$ cat src/rtl/prim_rr_onehot_mux_pkg.sv
`default_nettype none
// ============================================================================
// Module   : prim_rr_onehot_mux_pkg
// Brief    : Shared sizing helper for the round-robin one-hot mux slice.
// Revision : 1.0
// ============================================================================
package prim_rr_onehot_mux_pkg;

    // Index width that stays legal (>=1 bit) for a single channel.
    function automatic int idx_width(input int n);
        return (n <= 1) ? 1 : $clog2(n);
    endfunction

endpackage
`default_nettype wire

$ cat src/rtl/prim_and2.sv
`default_nettype none
// ============================================================================
// Module   : prim_and2
// Brief    : Bitwise two-input AND primitive.
// Revision : 1.0
// ============================================================================
module prim_and2 #(
    parameter int WIDTH = 1
) (
    input  logic [WIDTH-1:0] in0_i,
    input  logic [WIDTH-1:0] in1_i,
    output logic [WIDTH-1:0] out_o
);

    assign out_o = in0_i & in1_i;

endmodule
`default_nettype wire

$ cat src/rtl/prim_rr_pick.sv
`default_nettype none
// ============================================================================
// Module   : prim_rr_pick
// Brief    : Combinational round-robin pick; one-hot grant starting at ptr_i.
// Revision : 1.0
// ============================================================================
module prim_rr_pick
    import prim_rr_onehot_mux_pkg::*;
#(
    parameter  int INPUTS  = 8,
    localparam int c_IDX_W = idx_width(INPUTS)
) (
    input  logic [INPUTS-1:0]  req_i,
    input  logic [c_IDX_W-1:0] ptr_i,
    input  logic               en_i,
    output logic [INPUTS-1:0]  gnt_o,
    output logic [c_IDX_W-1:0] gnt_idx_o
);

    logic [INPUTS-1:0]  w_mask;
    logic [INPUTS-1:0]  w_req_hi;
    logic [INPUTS-1:0]  w_sel;
    logic [INPUTS-1:0]  w_gnt;
    logic [c_IDX_W-1:0] w_idx;
    logic               w_found;

    // Requests at or above the pointer win; otherwise wrap to the lowest request.
    always_comb begin
        w_mask  = '0;
        w_gnt   = '0;
        w_idx   = '0;
        w_found = 1'b0;
        for (int i = 0; i < INPUTS; i++) begin
            w_mask[i] = (i >= int'(ptr_i));
        end
        w_req_hi = req_i & w_mask;
        w_sel    = (|w_req_hi) ? w_req_hi : req_i;
        for (int i = 0; i < INPUTS; i++) begin
            if (w_sel[i] && !w_found) begin
                w_gnt[i] = 1'b1;
                w_idx    = c_IDX_W'(i);
                w_found  = 1'b1;
            end
        end
        if (!en_i) begin
            w_gnt = '0;
        end
    end

    assign gnt_o     = w_gnt;
    assign gnt_idx_o = w_idx;

endmodule
`default_nettype wire

$ cat src/rtl/prim_rr_onehot_mux.sv
`default_nettype none
// ============================================================================
// Module   : prim_rr_onehot_mux
// Brief    : Registered round-robin N:1 mux with AND/OR one-hot data select.
// Revision : 1.0
// ============================================================================
module prim_rr_onehot_mux
    import prim_rr_onehot_mux_pkg::*;
#(
    parameter  int WIDTH   = 32,
    parameter  int INPUTS  = 8,
    localparam int c_IDX_W = idx_width(INPUTS)
) (
    input  logic               clk_i,
    input  logic               rst_ni,
    input  logic [INPUTS-1:0]  req_i,
    input  logic [WIDTH-1:0]   data_i [INPUTS],
    output logic [INPUTS-1:0]  gnt_o,
    output logic               valid_o,
    output logic [WIDTH-1:0]   data_o,
    output logic [c_IDX_W-1:0] idx_o,
    input  logic               ready_i
);

    logic [c_IDX_W-1:0] r_ptr;
    logic               r_valid;
    logic [WIDTH-1:0]   r_data;
    logic [c_IDX_W-1:0] r_idx;

    logic               w_accept;
    logic [INPUTS-1:0]  w_gnt;
    logic [c_IDX_W-1:0] w_gnt_idx;
    logic [WIDTH-1:0]   w_and [INPUTS];
    logic [WIDTH-1:0]   w_next_data;

    // Grants are suppressed during reset so no requester sees a transfer that reset discards.
    assign w_accept = ~r_valid | ready_i;

    prim_rr_pick #(
        .INPUTS (INPUTS)
    ) u_pick (
        .req_i     (req_i),
        .ptr_i     (r_ptr),
        .en_i      (w_accept & rst_ni),
        .gnt_o     (w_gnt),
        .gnt_idx_o (w_gnt_idx)
    );

    for (genvar i = 0; i < INPUTS; i++) begin : g_chan
        prim_and2 #(
            .WIDTH (WIDTH)
        ) u_and (
            .in0_i (data_i[i]),
            .in1_i ({WIDTH{w_gnt[i]}}),
            .out_o (w_and[i])
        );
    end

    always_comb begin
        w_next_data = '0;
        for (int i = 0; i < INPUTS; i++) begin
            w_next_data = w_next_data | w_and[i];
        end
    end

    always_ff @(posedge clk_i) begin
        if (!rst_ni) begin
            r_ptr   <= '0;
            r_valid <= 1'b0;
            r_data  <= '0;
            r_idx   <= '0;
        end else if (w_accept) begin
            if (|w_gnt) begin
                r_valid <= 1'b1;
                r_data  <= w_next_data;
                r_idx   <= w_gnt_idx;
                r_ptr   <= (w_gnt_idx == c_IDX_W'(INPUTS - 1)) ? '0
                                                                : w_gnt_idx + c_IDX_W'(1);
            end else begin
                r_valid <= 1'b0;
            end
        end
    end

    assign gnt_o   = w_gnt;
    assign valid_o = r_valid;
    assign data_o  = r_data;
    assign idx_o   = r_idx;

`ifndef SYNTHESIS
    logic               r_chk_hold;
    logic [WIDTH-1:0]   r_chk_data;
    logic [c_IDX_W-1:0] r_chk_idx;

    always_ff @(posedge clk_i) begin
        r_chk_hold <= rst_ni & r_valid & ~ready_i;
        r_chk_data <= r_data;
        r_chk_idx  <= r_idx;
        if (rst_ni) begin
            assert ($onehot0(w_gnt))
                else $error("prim_rr_onehot_mux: grant not onehot0 (%b)", w_gnt);
            assert ((w_gnt & ~req_i) == '0)
                else $error("prim_rr_onehot_mux: grant without request (%b/%b)", w_gnt, req_i);
            if (r_chk_hold) begin
                assert ((r_data == r_chk_data) && (r_idx == r_chk_idx))
                    else $error("prim_rr_onehot_mux: output changed while stalled");
            end
            if (r_valid) begin
                assert (int'(r_idx) < INPUTS)
                    else $error("prim_rr_onehot_mux: idx out of range (%0d)", r_idx);
            end
        end
    end
`endif

endmodule
`default_nettype wire

$ cat config.mk
export PLATFORM = sky130hd
export DESIGN_NAME = prim_rr_onehot_mux
export DESIGN_NICKNAME = d
export VERILOG_FILES = /design/src/rtl/prim_rr_onehot_mux_pkg.sv /design/src/rtl/prim_and2.sv /design/src/rtl/prim_rr_pick.sv /design/src/rtl/prim_rr_onehot_mux.sv
export SDC_FILE = /design/constraint.sdc
export NUM_CORES = 1
export LEC_CHECK = 0
export ABC_CLOCK_PERIOD_IN_PS = 5600
export BUFFER_PORTS_ARGS = -buffer_cell sky130_fd_sc_hd__buf_2
export CAP_MARGIN = 5
export CORE_AREA = 2 2 120 122
export DETAILED_ROUTE_END_ITERATION = 10
export DIE_AREA = 0 0 122 124
export PLACE_DENSITY_LB_ADDON = 0.12
export SLEW_MARGIN = 20
export SYNTH_ARGS = -nofsm -noshare
export SYNTH_HDL_FRONTEND = slang
export SYNTH_SLANG_ARGS = --single-unit
$ cat constraint.sdc
create_clock -name clk_i -period 5.6 [get_ports clk_i]
set_input_delay 0.84 -clock clk_i [delete_from_list [all_inputs] [get_ports clk_i]]
set_output_delay 0.84 -clock clk_i [all_outputs]
set_load 0.01 [all_outputs]
# Word-level counts from Yosys, hierarchy flattened
# Cells that the tools add are included.
op_classes:
  n_reduce_logical: 17
  n_bitwise: 19
  n_eq_ne: 1
  n_addsub: 1
  order_cmp: 7
  n_mux: 25
ops:
  columns: ["cell", "count"]
  rows:
  - ["$and 32x32->32", 8]
  - ["$or 32x32->32", 7]
  - ["$mux 1", 16]
  - ["$mux 8", 2]
  - ["$reduce_or 8->1", 2]
  - ["$mux 3", 5]
  - ["$ge 3x3->1 const A", 3]
  - ["$and 8x8->8", 1]
  - ["$logic_and 1x1->1", 7]
  - ["$logic_not 1->1", 7]
  - ["$ge 1x3->1 const A", 2]
  - ["$ge 2x3->1 const A", 2]
  - ["$mux 2", 2]
  - ["$add 3x1->3 const B", 1]
  - ["$eq 3x3->1 const B", 1]
  - ["$reduce_and 2->1", 1]
  - ["$and 1x1->1", 1]
  - ["$not 1->1", 1]
  - ["$or 1x1->1", 1]
totals:
  reg_bits: 39
  in_bits: 267

# Longest topological paths before layout
# Gate-level depths: netlist (run 1).
logic_depth:
  word_depth: 35
  depth_mapped: 12

# Hierarchy
# Synthesis (run 1) repeated with hierarchy kept, for this count alone.
unflattened:
  hier_cells: 564
  hier_area_um2: 4222.8
by_module_without_submodules:
  columns: ["module", "area_each_um2", "n_inst", "cells_per_inst"]
  rows:
  - ["prim_rr_onehot_mux", 2143.3, 1, 240]
  - ["prim_and2", 200.2, 8, 32]
  - ["prim_rr_pick", 478.0, 1, 68]

# Worst setup path before layout (run 1)
# No wires, ideal clock.
synth_timing:
  path_type: "input to output"
  startpoint: "input req_i[5]"
  endpoint: "output gnt_o[5]"
  setup_slack_ps: 2187
  arrival_time_ps: 2573
  t_required_ps: 4760
  path_stages: 7
  path_cell_list: "buf_2 -> nand2b_1 -> a31o_1 -> a31o_2 -> or4_4 -> nor3_4 -> buf_6"
synth_via:
  elab_chain_cells: 20
synth_rtl:
  columns: ["element", "line", "rtl"]
  rows:
  - ["from (decl)", "prim_rr_onehot_mux.sv:16", "input logic [INPUTS-1:0] req_i,"]
  - ["$and 8x8->8", "prim_rr_pick.sv:36", "w_req_hi = req_i & w_mask;"]
  - ["$reduce_or 8->1", "prim_rr_pick.sv:37", "w_sel = (|w_req_hi) ? w_req_hi : req_i;"]
  - ["$mux 8 (*)", "prim_rr_pick.sv:37", null]
  - ["$mux 1", "prim_rr_pick.sv:39", "if (w_sel[i] && !w_found) begin"]
  - ["$logic_not 1->1", "prim_rr_pick.sv:39", null]
  - ["$logic_and 1x1->1", "prim_rr_pick.sv:39", null]
  - ["$mux 1", "prim_rr_pick.sv:39", null]
  - ["$logic_not 1->1", "prim_rr_pick.sv:39", null]
  - ["[... 4 more ...]", null, null]
  - ["$mux 1", "prim_rr_pick.sv:39", null]
  - ["$logic_not 1->1", "prim_rr_pick.sv:39", null]
  - ["$logic_and 1x1->1", "prim_rr_pick.sv:39", null]
  - ["$mux 1", "prim_rr_pick.sv:39", null]
  - ["$logic_not 1->1", "prim_rr_pick.sv:39", null]
  - ["$logic_and 1x1->1 (*)", "prim_rr_pick.sv:39", null]
  - ["$mux 1 (*)", "prim_rr_pick.sv:39", null]
  - ["$mux 8 (*)", "prim_rr_pick.sv:45", "if (!en_i) begin"]
  - ["to (decl)", "prim_rr_onehot_mux.sv:18", "output logic [INPUTS-1:0] gnt_o,"]
# Every way passes the cells marked *; elsewhere a longest branch is shown, timed or not.

# Final worst setup path (run 1)
layout_timing:
  startpoint: "input req_i[5]"
  endpoint: "output gnt_o[7]"
layout_via:
  elab_chain_cells: 26
layout_rtl:
  columns: ["element", "line"]
  rows:
  - ["$and 8x8->8", "prim_rr_pick.sv:36"]
  - ["$reduce_or 8->1", "prim_rr_pick.sv:37"]
  - ["$mux 8 (*)", "prim_rr_pick.sv:37"]
  - ["$mux 1", "prim_rr_pick.sv:39"]
  - ["$logic_not 1->1", "prim_rr_pick.sv:39"]
  - ["$logic_and 1x1->1", "prim_rr_pick.sv:39"]
  - ["$mux 1", "prim_rr_pick.sv:39"]
  - ["$logic_not 1->1", "prim_rr_pick.sv:39"]
  - ["[... 10 more ...]", null]
  - ["$mux 1", "prim_rr_pick.sv:39"]
  - ["$logic_not 1->1", "prim_rr_pick.sv:39"]
  - ["$logic_and 1x1->1", "prim_rr_pick.sv:39"]
  - ["$mux 1", "prim_rr_pick.sv:39"]
  - ["$logic_not 1->1", "prim_rr_pick.sv:39"]
  - ["$logic_and 1x1->1 (*)", "prim_rr_pick.sv:39"]
  - ["$mux 1 (*)", "prim_rr_pick.sv:39"]
  - ["$mux 8 (*)", "prim_rr_pick.sv:45"]
# Marked as above.

==> results of run 1 <==
power groups by stage:
stage,Clock [mW],Sequential [mW],Combinational (mW)
global placement,0,0.471,0.875
finish,0.306,0.469,0.880
global route,0.328,0.482,0.961
CTS,0.316,0.469,0.882
floorplan,0,0.493,0.511
detailed placement,0,0.474,0.879
cell type report:
cell class / instances / area (um2) / area share (%)
multi-input cells: 318 / 2570 / 47.7
repair buffers: 321 / 1630 / 30.3
flip-flops and latches: 39 / 781 / 14.5
well taps: 180 / 225 / 4.17
clock buffers: 8 / 156 / 2.90
inverters: 7 / 26.3 / 0.487
diodes: 1 / 2.50 / 0.0463
layer usage:
layer	up-vias	track usage, %
met1	2140	24.2
met3	27	4.40
met4	0	7.69
met5	-	0
li1	2224	-
met2	256	39.3
cell families (layout without fill, tap and decap cells):
logic type | count (synthesis) | in the layout | synth area share [%]
DFF | 39 | 39 | 21.8
buffers and inverters | 47 | 336 | 7.09
AOI/OAI and AO/OA | 231 | 231 | 57.4
and+or+nand+nor | 85 | 85 | 13.0
other | 0 | 1 | 0
adders and majority gates | 2 | 2 | 0.698
metrics by stage:
step / power [mW] / instances
2_1_floorplan: 1.00 / 404
3_3_place_gp: 1.35 / 865
3_5_place_dp: 1.35 / 865
4_1_cts: 1.67 / 873
5_1_grt: 1.77 / 874
6_report: 1.66 / 874
Yosys cell counts (2+ instances only):
| library cell | instances | area share [%] |
|---|---|---|
| o32a_1 | 2 | 0.56 |
| a21o_1 | 3 | 0.63 |
| a211o_1 | 31 | 7.6 |
| o31a_1 | 2 | 0.49 |
| a31oi_1 | 5 | 0.87 |
| nor2_1 | 4 | 0.42 |
| a22o_4 | 20 | 9.8 |
| a22o_1 | 42 | 10 |
| a22oi_1 | 62 | 13 |
| and3_1 | 2 | 0.35 |
| nor4_2 | 2 | 0.70 |
| o21ai_0 | 3 | 0.42 |
| clkbuf_1 | 18 | 1.9 |
| a211oi_1 | 4 | 0.84 |
| a21oi_1 | 11 | 1.5 |
| buf_6 | 7 | 2.2 |
| buf_4 | 3 | 0.63 |
| nor2_4 | 2 | 0.63 |
| or4_4 | 2 | 0.63 |
| buf_2 | 11 | 1.5 |
| o211ai_1 | 32 | 6.7 |
| inv_1 | 6 | 0.63 |
| ha_1 | 2 | 0.70 |
| nor3_1 | 4 | 0.56 |
| nand3_1 | 3 | 0.42 |
| nand2b_1 | 6 | 1.0 |
| and2_1 | 4 | 0.70 |
| dfxtp_1 | 39 | 22 |
| nand2_1 | 46 | 4.8 |
worst min path at each step:
stage | slack (ps) | cells after the start | to | startpoint
finish | 460 | 1 | data_o[21] | data_o[21]
global route | 470 | 1 | data_o[21] | data_o[21]
CTS | 460 | 2 | idx_o[0] | idx_o[0]
detailed placement | 440 | 1 | data_o[11] | data_o[11]
global placement | 440 | 1 | data_o[11] | data_o[11]
floorplan | 480 | 2 | idx_o[0] | idx_o[0]
worst max-delay path: cells and delay by family:
| kind | cells | cell delay (ps) |
|---|---|---|
| buffers and inverters | 3 | 670 |
| AO/OA/AOI/OAI | 3 | 1430 |
| AND/OR/NAND/NOR | 1 | 160 |
state kept, by name, indices dropped and copies added, names as in the netlist:
signal and flops:
valid_o 1, r_ptr 3, idx_o 3, data_o 32
cell usage in the layout (no fill, tap or decap), drive strengths merged, types with 4 or more instances in the layout:
| cell type | instances |
|---|---|
| nand2b | 6 |
| buf | 321 |
| a21oi | 12 |
| inv | 7 |
| dfxtp | 39 |
| a211o | 31 |
| o211ai | 32 |
| nor3 | 5 |
| a22o | 62 |
| nor4 | 4 |
| nand2 | 46 |
| clkbuf | 8 |
| a211oi | 4 |
| nor2 | 6 |
| a22oi | 62 |
| a31oi | 5 |
| and2 | 4 |
==> key figures, run 1 <==
Route
  – Top Layer Used: met4
  – Met2 routed WL: about 8700 um
  – Total number of vias: roughly 4.6k
  – Post-route ant nets: 0
  – Initial DRT Pass Iterations: 5
  – DR iter-0 viols: approximately 300
  – Met3 wire len: 1470 um
  – Vias per cell: ~5.3
  – Wl on met1: roughly 6500 um
  – DRC: 0
  – Final WL: roughly 17000 um
  – WL/cell: between 15 and 20 um

Timing
  – Final worst path period need: roughly 4000 ps
  – Unrepaired setup endpoints after global routing: no
  – Max Slew Vio Count: 0
  – Final hold slack: 458 ps
  – Final TNS setup: 0 ps
  – Final worst slack: 1620 ps
  – Final Hold Fails: 0
  – Slew HR: 30.9%
  – Final Cycle Share: 71.1%
  – Final setup fails: 0
  – Slew @ Worst Pin: around 1000 ps
  – Max Fclk: approximately 250 MHz
  – Worst Skew: 5.51 ps

Worst setup path
  – Critical Path AT: roughly 3100 ps
  – CP dominant cell by count: buf_2
  – Crit path kind: in -> out
  – R2r startpoint: r_ptr[1]
  – Crit path to: gnt_o[7]
  – Crit start category: primary input
  – FF-to-FF End: data_o[22]
  – CP max stage cell: a211oi_4
  – R2R cell count: 6
  – Crit path max fanout: 39
  – Critical Path RT: around 4800 ps
  – Worst Setup SP: req_i[5]
  – Slowest cell delay on critical path: a little under 700 ps
  – CP endpoint kind: output pin
  – R2R Setup Slk: between 2000 and 2500 ps
  – CP Cell Sequence: buf_2 > a211oi_1 > o31a_2 > a211oi_4 > buf_4 > and2_1 > buf_2

Layout
  – Synthesis-to-finish area growth: 50.8%
  – Final Cell Area: ~5400 um2
  – Share of cells above drive strength 1: between 50% and 60%
  – Final #Nets: around 960
  – FILL cells: between 1k and 1.5k
  – Fin util: between 30% and 40%

Die
  – Die Wd: about 120 um
  – Number of cell rows: 43
  – Die ar.: 15100 um2
  – Initial core utilization: between 20% and 30%
  – Core ar.: about 14000 um2
  – I/O pin count: between 300 and 400
  – Die Span Y: between 100 and 150 um

Pwr
  – Power Density: between 300 and 400 nW/um2
  – Sw Share: about two fifths
  – Leak: approximately 2.8 nW
  – Combinational share of power: between 50% and 60%
  – Maximum VDD drop: around 0.14 mV
  – Clock share of power: approximately 19%
  – Int Pwr: about 1 mW
  – Sequential Power Share: approximately 28%
  – Sw Pwr: ~0.68 mW

Yosys
  – Number of synthesized register bits: 39
  – Unique masters post-synth: 55
  – Async SR Flop Fraction: 0%
  – EDFF count, synth: 0
  – Sequential-to-total area share from yosys stat: between 20 and 25%
  – Prevailing post-synth register cell: dfxtp_1
  – Net count of the mapped netlist: 673
  – Warnings from Yosys: 0
  – Syn Area/Cell: around 9 um2
  – Mapped cell area: about 3600 um2
  – Post-synthesis cell count: between 400 and 500

Clock network
  – CTS tree: yes
  – CTS buffer count: 5
  – Setup Buffers After CTS: 0
  – CTS resizes: 0
  – Skew-Pair Late Insertion Delay: around 280 ps
  – # clock sinks: 39
  – Clock transition at the registers of the reported paths: about 60 ps
  – H-tree levels: 2
  – Clock Tree Root: clkbuf_16
  – Hold-fix buffers, CTS: 0
  – Clock Tree Buf Depth: 2

Job
  – Max-cap violations: 0

Place
  – I/O Buffers: 310
  – Worst slack, placed: ~1600 ps
  – Gpl congestion: about 0.8
  – Dpl cell area: about 5200 um2
  – HPWL after DPL: 13500 um

GRT
  – Vias in the first global route: 4601
  – Grt total ovfl: 0
  – Tot GR Track Use: 21.3%
  – Antenna violations before repair: 1
  – First-pass GRT wire length: about 25000 um
  – Largest net degree at the start of global routing: 40

Outcome
  – Status: completed

Worst hold path
  – Hold Crit Class: reg -> reg
Power figures use the tool's default switching activity.
==> run 2: changes to the inputs <==
Settings changed: ABC_CLOCK_PERIOD_IN_PS 5600 to 3600, CORE_AREA 2 2 120 122 to 2 2 121 123, DIE_AREA 0 0 122 124 to 0 0 123 125.
Clock period 5.6 ns to 3.6 ns, I/O delays scaled along.
==> run 2 against run 1 <==
Non-clock buffer count grew 13. Combinational power grew 63%. Largest cell class unchanged. Highest routed layer unchanged. Critical endpoint is now gnt_o[5]. Cell area grew 2.2%.
==> key figures, run 2 (synthesis gave the netlist of run 1 again) <==
Die
  – Die Wd: between 100 and 150 um
  – I/O pin count: roughly 310
  – Core ar.: ~14000 um2
  – Die Span Y: 125 um
  – Die ar.: ~15000 um2
  – Initial core utilization: 25.2%
  – Number of cell rows: 44

Timing
  – Slew HR: 45.0%
  – Final Cycle Share: ~97%
  – Final worst path period need: around 3500 ps
  – Final Hold Fails: 0
  – Final TNS setup: 0 ps
  – Unrepaired setup endpoints after global routing: no
  – Slew @ Worst Pin: a little over 800 ps
  – Max Slew Vio Count: 0
  – Final setup fails: 0
  – Final worst slack: ~100 ps
  – Worst Skew: 6.75 ps
  – Max Fclk: between 200 and 300 MHz
  – Final hold slack: ~450 ps

Worst setup path
  – CP endpoint kind: output pin
  – Critical Path AT: between 2000 and 3000 ps
  – Worst Path Buf+Inv: 3
  – Critical Path RT: around 3100 ps
  – CP Cell Sequence: nor3b_2 > o32ai_1 > buf_4 > a31o_2 > buf_4 > or4_4 > nor3_4 > buf_2
  – Crit path kind: reg -> out
  – CP max stage cell: or4_4
  – Slowest cell delay on critical path: slightly below 600 ps
  – R2R cell count: 10
  – CP Depth: 8
  – Crit start category: register
  – Cell family with most CP delay: simple AND/OR/NAND/NOR gates
  – Crit path max fanout: 12
  – CP dominant cell by count: buf_4

Clock network
  – # clock sinks: 39
  – Clock Tree Root: clkbuf_16
  – CTS buffer count: 5
  – Setup Buffers After CTS: 0
  – CTS resizes: 1
  – Clock transition at the registers of the reported paths: approximately 60 ps
  – H-tree levels: 2
  – Skew-Pair Late Insertion Delay: 280 ps
  – Clock Tree Buf Depth: 2
  – CTS tree: yes
  – Hold-fix buffers, CTS: 0

Place
  – HPWL after DPL: between 10000 and 15000 um
  – Placed cell count: 882
  – Worst slack, placed: approximately 68 ps
  – Dpl cell area: ~5400 um2
  – I/O Buffers: between 300 and 400
  – Gpl congestion: about 0.89

Route
  – DRC: 0
  – Met2 routed WL: about 8500 um
  – Initial DRT Pass Iterations: 5
  – Top Layer Used: met4
  – Total number of vias: roughly 4.7k
  – Post-route ant nets: 0
  – Final WL: 17300 um
  – DR iter-0 viols: ~270
  – Vias per cell: 5.28
  – WL/cell: roughly 19 um
  – Wl on met1: between 6000 and 7000 um
  – Met3 wire len: ~1500 um

Layout
  – FILL cells: about 1.5k
  – Reg area: roughly 800 um2
  – Synthesis-to-finish area growth: 54.1%
  – Max FFs per register: 32
  – Commonest cells after routing, fill and taps aside: buf_2 (310), a22oi_1 (62), nand2_1 (45)
  – Final #Nets: 974
  – Final Cell Area: around 5500 um2
  – Multi-input gate area: between 2000 and 3000 um2
  – Fin cells: 890
  – Share of cells above drive strength 1: between 50% and 60%
  – Commonest non-fill, non-tap cell in the layout: buf_2
  – N_diodes: 0
  – Fin util: between 30% and 40%

GRT
  – Largest net degree at the start of global routing: 36
  – First-pass GRT wire length: between 20000 and 30000 um
  – Grt total ovfl: 0
  – Tot GR Track Use: between 20% and 30%
  – Vias in the first global route: between 4k and 5k
  – Antenna violations before repair: 1

Pwr
  – Overall power: roughly 2.6 mW
  – Power Density: 474 nW/um2
  – Leak: about 2.8 nW
  – Maximum VDD drop: 0.220 mV

Worst hold path
  – Worst Hold Depth: 1
  – Hold Crit Class: reg -> reg

Outcome
  – Status: completed

Job
  – Max-cap violations: 0
## run 2: changes by cell type in the layout (fill, tap and decap cells not counted)
cell / change
buf_12: +1
diode_2: -1
nor3_2: -1
nand2_1: -1
buf_4: +12
nand2_2: +1
nor3_4: +1
## run 2: power by group
group / internal [mW] / switching, mW / total, mW
Combinational: 0.647 / 0.787 / 1.43
Clock: 0.295 / 0.175 / 0.470
Sequential: 0.601 / 0.113 / 0.714
## run 2: cell type report
cell class,instances,area share [%]
flip-flops and latches,39,14.1
well taps,184,4.17
inverters,7,0.476
clock buffers,8,2.83
repair buffers,334,31.6
multi-input cells,318,46.8
## run 2: final timing paths
path              from         end  slack, ps
min          data_o[5]   data_o[5]        450
max reg2reg   r_ptr[2]  data_o[18]        400
min reg2reg  data_o[5]   data_o[5]        450
max           r_ptr[0]    gnt_o[5]        100
## run 2: per-layer routing
metal  up-vias  GRT usage, %
li1       2254             -
met1      2162          25.2
met2       259          38.8
met3        20          4.15
met4         0          4.95
met5         -             0
